### src/rtl/seg7_scan_ctrl.sv
// seg7_scan_ctrl: Basys3 4-digit seven-segment scan controller.
// Optional leading-zero blanking when SEG7_LZB_EN is defined.
module seg7_scan_ctrl #(
  parameter int DIGIT_CYC = 100000,
  parameter int BLANK_CYC = 1000
) (
  input  logic        clk,
  input  logic        rst_n,
  input  logic [15:0] value,
  input  logic [3:0]  dp,
  input  logic [3:0]  digit_en,
  output logic [3:0]  an,
  output logic [6:0]  seg,
  output logic        dp_n,
  output logic [1:0]  digit_idx,
  output logic        frame_tick
);

  localparam int CM0 = (DIGIT_CYC > BLANK_CYC) ? DIGIT_CYC : BLANK_CYC;
  localparam int CMAX = (CM0 > 2) ? CM0 : 2;
  localparam int CW = $clog2(CMAX);
  localparam logic [CW-1:0] DTERM = CW'(DIGIT_CYC - 1);
  localparam logic [CW-1:0] BTERM =
    CW'((BLANK_CYC > 0) ? BLANK_CYC - 1 : 0);

  typedef enum logic {S_BLANK, S_SHOW} state_t;

  state_t        state, nstate;
  logic [CW-1:0] cnt, ncnt;
  logic [1:0]    idx, nidx;
  logic          started, nstarted;
  logic          enter, load;

  logic [15:0]   snap_val, sval;
  logic [3:0]    snap_dp, sdp;
  logic [3:0]    snap_en, sen;
  logic [3:0]    zb, ven;
  logic [3:0]    nib;
  logic [3:0]    an_d;
  logic [6:0]    seg_d;
  logic          dpn_d;

  function automatic logic [6:0] hexdec(input logic [3:0] h);
    logic [6:0] s;
    s = 7'h7F;
    case (h)
      4'h0: s = 7'b1000000;
      4'h1: s = 7'b1111001;
      4'h2: s = 7'b0100100;
      4'h3: s = 7'b0110000;
      4'h4: s = 7'b0011001;
      4'h5: s = 7'b0010010;
      4'h6: s = 7'b0000010;
      4'h7: s = 7'b1111000;
      4'h8: s = 7'b0000000;
      4'h9: s = 7'b0010000;
      4'hA: s = 7'b0001000;
      4'hB: s = 7'b0000011;
      4'hC: s = 7'b1000110;
      4'hD: s = 7'b0100001;
      4'hE: s = 7'b0000110;
      4'hF: s = 7'b0001110;
      default: s = 7'h7F;
    endcase
    return s;
  endfunction

  // Next-state, counter and digit index sequencing.
  always_comb begin
    nstate   = state;
    ncnt     = cnt + 1'b1;
    nidx     = idx;
    nstarted = started;
    enter    = 1'b0;
    unique case (state)
      S_BLANK: begin
        if (cnt == BTERM) begin
          nstate   = S_SHOW;
          ncnt     = '0;
          enter    = 1'b1;
          nstarted = 1'b1;
          nidx     = started ? idx + 2'd1 : idx;
        end
      end
      S_SHOW: begin
        if (cnt == DTERM) begin
          ncnt = '0;
          if (BLANK_CYC == 0) begin
            nidx  = idx + 2'd1;
            enter = 1'b1;
          end else begin
            nstate = S_BLANK;
          end
        end
      end
      default: ;
    endcase
    load = enter && (nidx == 2'd0);
  end

  // Output decode for the cycle being entered; a new frame uses live inputs.
  always_comb begin
    sval  = load ? value : snap_val;
    sdp   = load ? dp : snap_dp;
    sen   = load ? digit_en : snap_en;
`ifdef SEG7_LZB_EN
    zb[0] = 1'b0;
    zb[1] = (sval[15:4] == 12'h000) && !sdp[1];
    zb[2] = (sval[15:8] == 8'h00) && !sdp[2];
    zb[3] = (sval[15:12] == 4'h0) && !sdp[3];
`else
    zb    = 4'h0;
`endif
    ven   = sen & ~zb;
    nib   = 4'(sval >> {nidx, 2'b00});
    an_d  = 4'hF;
    seg_d = 7'h7F;
    dpn_d = 1'b1;
    if (nstate == S_SHOW && ven[nidx]) begin
      an_d  = ~(4'b0001 << nidx);
      seg_d = hexdec(nib);
      dpn_d = ~sdp[nidx];
    end
  end

  // State, counter and index registers.
  always_ff @(posedge clk or negedge rst_n) begin
    if (!rst_n) begin
      state   <= S_BLANK;
      cnt     <= '0;
      idx     <= 2'd0;
      started <= 1'b0;
    end else begin
      state   <= nstate;
      cnt     <= ncnt;
      idx     <= nidx;
      started <= nstarted;
    end
  end

  // Frame snapshot so a whole frame shows one consistent value.
  always_ff @(posedge clk or negedge rst_n) begin
    if (!rst_n) begin
      snap_val <= 16'h0000;
      snap_dp  <= 4'h0;
      snap_en  <= 4'h0;
    end else if (load) begin
      snap_val <= value;
      snap_dp  <= dp;
      snap_en  <= digit_en;
    end
  end

  // Registered pin drivers, updated on the same edge as the state.
  always_ff @(posedge clk or negedge rst_n) begin
    if (!rst_n) begin
      an         <= 4'hF;
      seg        <= 7'h7F;
      dp_n       <= 1'b1;
      frame_tick <= 1'b0;
    end else begin
      an         <= an_d;
      seg        <= seg_d;
      dp_n       <= dpn_d;
      frame_tick <= load;
    end
  end

  assign digit_idx = idx;

endmodule
### config.mk
export PLATFORM = sky130hd
export DESIGN_NAME = seg7_scan_ctrl
export DESIGN_NICKNAME = d
export VERILOG_FILES = /design/src/rtl/seg7_scan_ctrl.sv
export SDC_FILE = /design/constraint.sdc
export NUM_CORES = 1
export LEC_CHECK = 0
export BUFFER_PORTS_ARGS = -buffer_cell sky130_fd_sc_hd__buf_2
export CAP_MARGIN = 20
export CORE_MARGIN = 1.5
export CORE_UTILIZATION = 60
export DETAILED_ROUTE_END_ITERATION = 7
export PLACE_DENSITY_LB_ADDON = 0.2
export SLEW_MARGIN = 20
export SYNTH_ARGS = -nofsm -noshare
export SYNTH_HDL_FRONTEND = slang
export SYNTH_SLANG_ARGS = --single-unit
### constraint.sdc
create_clock -name clk -period 5.7 [get_ports clk]
set_input_delay 0.285 -clock clk [delete_from_list [all_inputs] [get_ports clk]]
set_output_delay 0.285 -clock clk [all_outputs]
set_load 0.01 [all_outputs]
## Yosys cells after proc, flatten, opt, wreduce, memory -nomap -nowiden

Memories as Yosys holds them, arrays and structs flattened.
Cells that the tools add are included.

| storage, ports and cells | value |
|---|---|
| register bits after elaboration | 58 |
| ROM bits | 112 |
| input port bits | 26 |
| output and inout port bits | 15 |
| logic and storage cells | 46 |
| memories kept | 1 |

| operators by class | value |
|---|---|
| add/subtract/negate cells | 2 |
| $lt $le $gt $ge | 1 |
| equality and inequality tests | 2 |
| shifts and indexed selects | 2 |
| mux-type cells | 20 |
| bitwise logic cells | 3 |
| reduce and logical (&&, ||, !) cells | 4 |

Memory list:

| name | words | bits a word | rd ports | clocked after Yosys merged registers in | wr ports | RTL line | RTL |
|---|---|---|---|---|---|---|---|
| (name not given) | 16 | 7 | 1 | 0 | 0 | 46 | `case (h)` |

Operators by type and width:

| cell | count |
|---|---|
| $mux 17 | 2 |
| $pmux 17 s2 | 1 |
| $add 17x1->17 const B | 1 |
| $eq 17x10->1 const B | 1 |
| $eq 17x17->1 const B | 1 |
| $mux 16 | 1 |
| $shr 16x4->4 | 1 |
| $mux 4 | 3 |
| $mux 7 | 1 |
| $mux 1 | 6 |
| $mux 2 | 3 |
| $bmux 1 s2 | 2 |
| $not 4->4 | 1 |
| $shl 1x2->4 const A | 1 |
| $lt 2x3->1 const B | 1 |
| $add 2x1->2 const B | 1 |
| $logic_and 1x1->1 | 2 |
| $logic_not 2->1 | 1 |
| $not 1->1 | 2 |
| $pmux 1 s2 | 1 |
| $reduce_and 2->1 | 1 |

## Logic depth before layout (Yosys ltp)

Gate-level depths: netlist (run 1).

| logic depth | value |
|---|---|
| word-level depth | 11 |
| mapped depth | 15 |
| depth with buffers taken out | 13 |

## Worst setup path after synthesis (run 1)

No wires, ideal clock.

| timing path | value |
|---|---|
| path kind | register to register |
| start | register idx[1], in the netlist digit_idx[1] |
| end | register seg[3] |
| setup time | 0.091 ns |
| data arrival time | 3.112 ns |
| required time | 5.609 ns |
| path slack | 2.497 ns |
| stages on the path, launching flop included | 11 |
| buffers on the path | 1 |
| period minus slack after synthesis | 3.203 ns |
| path through | dfrtp_1 or2_2 o21ai_0 and3_2 buf_6 mux2_2 o221ai_1 inv_1 ha_1 mux4_2 nand2b_1 |

| between the ends | value |
|---|---|
| elaborated cells between the ends (all ways) | 14 |
| those cells by class | add/sub (1); shift (1); mux (8); reduce/logical (3); memory (1) |

RTL lines:

| item | RTL line | RTL |
|---|---|---|
| start, declared | 30 | `logic [1:0] idx, nidx;` |
| start signal, assigned | 136 | `idx <= nidx;` |
| $add 2x1->2 | 82 | `nidx = started ? idx + 2'd1 : idx;` |
| $mux 2 | 82 |  |
| $mux 2 | 77 | `if (cnt == BTERM) begin` |
| $mux 2 * | 75 | `unique case (state)` |
| $logic_not 2->1 * | 98 | `load = enter && (nidx == 2'd0);` |
| $logic_and 1x1->1 * | 98 |  |
| $mux 16 * | n/a |  |
| named net sval[4] | 34 | `logic [15:0] snap_val, sval;` |
| $shr 16x4->4 * | 115 | `nib = 4'(sval >> {nidx, 2'b00});` |
| $mem_v2 16x7 * | n/a |  |
| $mux 7 * | 119 | `if (nstate == S_SHOW && ven[nidx]) begin` |
| named net seg_d[3] | 40 | `logic [6:0] seg_d;` |
| end signal, assigned | 163 | `seg <= seg_d;` |
| end, declared | 13 | `output logic [6:0] seg,` |

Mark *: on every way through the listed nets, which the timed path passes. The rest lies on a longest branch. The select of a mux whose other input is x is not followed.
A chain may end at the register's enable or synchronous reset.

## Worst setup path in the final report (run 1)

| timing path | value |
|---|---|
| start | register idx[0], in the netlist digit_idx[0] |
| end | register seg[3] |

The elaborated chain is that of the path after synthesis.

==> out/results.txt, run 1 <==
# setup viols final: 0
global-route wire length before repair: 10.74 mm
Critical Path Slowest Stage Cell: sky130_fd_sc_hd__dfrtp_1
mux cell area share after synthesis: 0.1368
core area: 5107 um2
cell-by-cell trace of the critical path: or2_2, o21ai_0, and3_2, mux2_2, o221ai_1, inv_1, ha_1, mux4_2, nand2b_1
synthesized cell area: 3174 um2
final hold violation count: 0
input/output buffers: 40
Worst Setup Start Kind: flop
number of antenna-violating nets in the routed design: 0
routed wire length: 6.432 mm
ratio of final minimum period to clock period: 0.6982
share of post-route cells with drive strength above 1: 0.3156
total number of yosys warnings: 0
crit path max fanout: 21
CTS hold repair buffers: 0
GR Overflow Total: 0
clock root buffer: sky130_fd_sc_hd__clkbuf_8
async set-or-reset flop fraction in the synthesized netlist: 1.000
Row Count: 26
number of synthesized flops with an enable pin: 0
Max-Slew Margin vs Limit: 0.4023
number of max-capacitance violations reported: 0
clock-pin slew of the registers on the worst-case setup and hold paths: 0.06 ns
max-slew violation total from the final report: 0
largest net degree at the start of global routing: 59
length of the first detailed-routing pass in iterations: 4
maximum clock rate: 0.2513 GHz
maximum clock path buffer count: 2
num ports: 41
Mapped Avg Cell Area: 10.72 um2
initial antenna violation count: 0
Area growth, synth to finish: 12.10%
Ant. Diodes: 0
worst clock skew on the final layout: 0.009546 ns
crit path time final: 3.979 ns
Total Neg Setup Slack: 0 ns
count of state elements after synthesis: 58
crit-path max cell delay: 0.65 ns
measured slew at the worst slew-check pin: 0.8966 ns
Vias: 2,378
top flip-flop cell by instance count after synthesis: sky130_fd_sc_hd__dfrtp_1
post-placement setup slack: 1.807 ns
total number of clock tree sinks: 58
CTS tree: done
final estimated routing congestion in global placement: 0.8845
result of the run: finished clean
Final Net Count: 367
die width: 75.74 um
mean number of vias per cell: 5.814
xor/xnor cell area share of the yosys netlist: 0.04139
leading cell type in the layout, fill and taps excluded: sky130_fd_sc_hd__dfrtp_1
vias in the first global route: 2,294
Setup Crit Path Kind: flop to flop
placed wire-length estimate: 4.344 mm
Synthesized Nets: 329
Chip Height: 75.74 um
global routing usage summed across all routing layers: 0.2516
post-CTS setup repair buffer count: 0
final standard cell area without fillers: 3558 um2
H-tree depth reported by CTS: 3
Post-route DRC: 0
combinational family with the most area after synthesis: simple AND/OR/NAND/NOR gates
count of instances resized after the clock tree is built: 0
cell area reported after detailed placement: 3351 um2
number of instances in the synthesized netlist: 296
unrepaired setup endpoints after global routing: false
Synth cell types: 56
most used cells in the layout excluding fill and tap cells: sky130_fd_sc_hd__dfrtp_1 (46), sky130_fd_sc_hd__buf_2 (40), sky130_fd_sc_hd__nor2_1 (25)
endpoint class of the critical path: flop
required arrival time at the worst endpoint: 5.95 ns
total power consumption of the routed design: 860.3 uW
total power per unit cell area: 241.8 nW/um2
worst hold path class: input pin to asynchronous set/reset pin
Starting Density: 0.6215
portion of the post-synthesis area used by sequential elements: 0.4620
Leak Pwr: 1.568 nW
adder-cell area share of the yosys netlist: 0.02759
complex-gate fraction of the synthesized area: 0.1001
simple-gate area share of the yosys netlist: 0.1758
Wirelength per Cell: 15.73 um
Final Worst Setup Slack: 1.721 ns
area of the die: 5736 um2
number of buffers added by the clock tree synthesis step: 9
data arrival time of the critical path: 4.23 ns
worst voltage drop across the vdd grid: 171.9 uV
DRC marker count from the first detailed-route iteration: 227
Clk Latency, worst-skew pair: 0.34 ns
==> layer usage <==
layer  part of all wire  vias up  global-route usage  wire [um]
li1                   -     1132                   -          -
met1               0.47     1150              0.3573       3034
met2               0.44       85              0.3713       2861
met3              0.064       11             0.06349        413
met4              0.019        0             0.09921        123
met5                  0        -                   0          0
==> kinds of logic after synthesis <==
family | count (synthesis)
flops | 58
fa+ha+maj | 7
xor+xnor | 15
compound gates | 45
buf+inv | 30
simple gates | 104
mux | 37
==> cell type report <==
type | count | area, um2
flip-flops and latches | 58 | 1466
clock buffers | 14 | 172.7
clock inverters | 2 | 35.03
inverters | 16 | 60.06
fillers | 413 | 1549
multi-input cells | 208 | 1529
repair buffers | 41 | 207.7
well taps | 70 | 87.58
==> stage by stage <==
| stage | instances | hold slack (ns) | utilization |
|---|---|---|---|
| after CTS | 409 | 0.1111 | 0.6967 |
| after global placement | 393 | 0.4608 | 0.6561 |
| final | 409 | 0.09111 | 0.6967 |
| after floorplan | 296 | -0.01059 | - |
| after detailed placement | 393 | 0.4653 | 0.6561 |
| after global routing | 409 | 0.1654 | 0.6967 |
==> state kept, by name (all words and copies together) (netlist names) <==
| register | cells |
|---|---|
| snap_val | 16 |
| started | 1 |
| an | 4 |
| cnt | 17 |
| seg | 7 |
| digit_idx | 2 |
| snap_en | 4 |
| dp_n | 1 |
| frame_tick | 1 |
| snap_dp | 4 |
| state | 1 |
==> synth_stat cells, drive strengths merged, types with 2 or more instances <==
master / number / area (um2)
mux4: 3 / 67.56
dfrtp: 46 / 1151
nand2: 22 / 85.09
a211o: 4 / 37.54
o211ai: 4 / 35.03
nand2b: 5 / 31.28
xor2: 7 / 61.31
a21oi: 10 / 50.05
mux2i: 13 / 130.1
nand3: 19 / 95.09
and4: 2 / 17.52
nor3: 7 / 40.04
dfstp: 12 / 315.3
clkbuf: 3 / 11.26
buf: 11 / 107.6
a221oi: 2 / 17.52
inv: 16 / 60.05
nor4b: 4 / 47.55
or3: 2 / 12.51
and3: 5 / 38.78
mux2: 21 / 236.5
xnor2: 8 / 70.07
o221ai: 3 / 26.28
nor4: 2 / 18.77
a31oi: 6 / 43.79
o21ai: 7 / 35.03
nor2: 25 / 93.84
nand4: 5 / 31.28
o31ai: 2 / 15.01
ha: 7 / 87.58
==> final timing paths <==
kind                         startpoint  slack [ns]            to  cells past startpoint
min reg2reg                      cnt[0]        0.49        cnt[0]                      1
min in group clk              value[15]        0.18  snap_val[15]                      2
min                               rst_n        0.09        cnt[8]                      2
max                        digit_idx[0]        1.72        seg[3]                      9
max in group asynchronous         rst_n        5.13    snap_en[0]                      2
max reg2reg                digit_idx[0]        1.72        seg[3]                      9
==> worst max-delay path, delay by kind of cell (launching register included) <==
| kind | cells | cell delay (ns) |
|---|---|---|
| simple gates | 3 | 1.02 |
| compound gates | 2 | 0.92 |
| mux | 2 | 0.85 |
| flops | 1 | 0.65 |
| fa+ha+maj | 1 | 0.28 |
| buf+inv | 1 | 0.17 |
==> where the power goes <==
part	internal, mW	switching, mW
clock network	0.237	0.156
registers	0.417	0.00400
logic	0.0205	0.0253
No activity file was read; power rests on OpenSTA's default activity.
==> run 2, diff against run 1 <==
- CORE_UTILIZATION: 60 -> 58
- clock period: 5.7 -> 4 ns (I/O delays scaled with it)
==> out/results.txt, run 2 (synthesis gave the netlist of run 1 again) <==
initial antenna violation count: 0
Total Neg Setup Slack: 0 ns
routed wire length: 6.415 mm
data arrival time of the critical path: 3.71 ns
unrepaired setup endpoints after global routing: false
die width: 76.98 um
# setup viols final: 0
cell area reported after detailed placement: 3388 um2
clock-pin slew of the registers on the worst-case setup and hold paths: 0.06 ns
Switching Fraction: 0.2281
Reg area: 1466 um2
Fill cells: 419
crit-path max cell delay: 0.43 ns
cell-by-cell trace of the critical path: ha_1, nor4b_2, and3_1, and3_2, mux2i_1, a211o_1, a211o_1, ha_1, inv_1, mux4_2, nand2b_1
smallest hold slack: -0.03181 ns
endpoint class of the critical path: flop
Setup Crit Path Kind: flop to flop
Final Net Count: 372
worst reg2reg path startpoint: cnt[0]
terminus of the critical flop-to-flop path: seg[3]
final estimated routing congestion in global placement: 0.8434
violations in the final reports: hold timing
CTS tree: done
Critical Path Slowest Stage Cell: sky130_fd_sc_hd__and3_2
required arrival time at the worst endpoint: 4.26 ns
global routing usage summed across all routing layers: 0.2378
Chip Height: 76.98 um
Wirelength per Cell: 15.50 um
worst hold path class: input pin to asynchronous set/reset pin
vias in the first global route: 2,283
number of antenna-violating nets in the routed design: 0
Max-Slew Margin vs Limit: 0.5296
CTS hold repair buffers: 0
Vias: 2,375
proportion of power drawn by flip-flops and latches: 0.526
H-tree depth reported by CTS: 3
worst clock skew on the final layout: 0.007406 ns
clock power share: 0.416
register bank with the most flops: cnt
length of the first detailed-routing pass in iterations: 5
measured slew at the worst slew-check pin: 0.7057 ns
post-CTS setup repair buffer count: 0
final cell utilization of the core: 0.6844
Post-route DRC: 0
clock root buffer: sky130_fd_sc_hd__clkbuf_8
number of buffers added by the clock tree synthesis step: 9
result of the run: complete, but fails checks
Leak Pwr: 1.578 nW
total number of clock tree sinks: 58
Area growth, synth to finish: 12.22%
mean number of vias per cell: 5.737
count of instances resized after the clock tree is built: 0
Row Count: 26
crit path max fanout: 11
Top Registers: cnt (17), snap_val (16), seg (7)
Gate power share: 0.057
Worst Setup Start Kind: flop
flip-flop count of the largest register, all copies and words added: 17
num ports: 41
Starting Density: 0.6099
largest net degree at the start of global routing: 59
Psw: 260.1 uW
crit path time final: 3.444 ns
maximum clock rate: 0.2904 GHz
GR Overflow Total: 0
final hold violation count: 21
area of combinational cells with multiple inputs: 1529 um2
cell count of the worst reg-to-reg path: 11
final standard cell area without fillers: 3562 um2
ratio of final minimum period to clock period: 0.8610
core area: 5205 um2
placed wire-length estimate: 4.514 mm
area of the die: 5926 um2
input/output buffers: 40
setup slack of the most critical reg-to-reg path: 0.56 ns
leading cell type in the layout, fill and taps excluded: sky130_fd_sc_hd__dfrtp_1
max-slew violation total from the final report: 0
DRC marker count from the first detailed-route iteration: 136
worst voltage drop across the vdd grid: 172.4 uV
source of the critical timing path: cnt[0]
most used cells in the layout excluding fill and tap cells: sky130_fd_sc_hd__dfrtp_1 (46), sky130_fd_sc_hd__buf_2 (40), sky130_fd_sc_hd__nor2_1 (25)
global-route wire length before repair: 10.78 mm
total power per unit cell area: 320.2 nW/um2
maximum clock path buffer count: 2
share of post-route cells with drive strength above 1: 0.3256
design internal power: 880.3 uW
Clk Latency, worst-skew pair: 0.35 ns
Ant. Diodes: 0
number of max-capacitance violations reported: 0
-- run 2: cell count changes in the layout (fill, tap and decap cells not counted) --
cell                        change
sky130_fd_sc_hd__clkbuf_8       -1
sky130_fd_sc_hd__buf_4          +5
sky130_fd_sc_hd__clkinv_2       +2
sky130_fd_sc_hd__bufinv_16      -1
-- run 2: power groups by stage --
stage / logic [mW] / registers, mW / clock network (mW)
after floorplan: 0.0342 / 0.608 / 0
after global placement: 0.0643 / 0.610 / 0
after detailed placement: 0.0664 / 0.610 / 0
after CTS: 0.0667 / 0.600 / 0.484
after global routing: 0.0747 / 0.600 / 0.510
final: 0.0654 / 0.600 / 0.475
-- run 2: cell type report --
class,count,share of cell area
repair buffers,46,0.06884
flip-flops and latches,58,0.4117
multi-input cells,208,0.4292
inverters,16,0.01686
clock buffers,13,0.04461
clock inverters,3,0.004215
well taps,70,0.02459
-- run 2: metrics by stage --
step / total power [mW] / std cells / worst slack (ns) / hold WS, ns
floorplan: 0.6424 / 296 / 0.7969 / -0.09559
global placement: 0.6739 / 398 / 0.6899 / 0.3786
detailed placement: 0.6765 / 398 / 0.5934 / 0.3875
CTS: 1.151 / 414 / 0.5710 / 0.02096
global route: 1.185 / 414 / 0.3111 / 0.06934
finish: 1.140 / 414 / 0.5561 / -0.03181
-- run 2: metal layers --
metal  vias up  global-route usage  wire length, um
li1       1148                   -                -
met1      1146              0.3404             3017
met2        70              0.3372             2908
met3        11             0.05595              360
met4         0              0.1218              129
met5         -                   0                0
-- run 2: worst max-delay path by stage --
| stage | to | slack, ns |
|---|---|---|
| 6_report | seg[3] | 0.56 |
| 5_1_grt | seg[3] | 0.31 |
| 4_1_cts | seg[3] | 0.57 |
| 3_5_place_dp | seg[3] | 0.59 |
| 3_3_place_gp | seg[3] | 0.69 |
| 2_1_floorplan | seg[3] | 0.80 |
-- run 2: worst max-delay path: cells and delay by family, from the launching register on --
kind	cells	cell delay, ns
mux	2	0.60
simple gates	4	1.11
fa+ha+maj	2	0.60
flops	1	0.38
compound gates	2	0.63
buf+inv	1	0.04
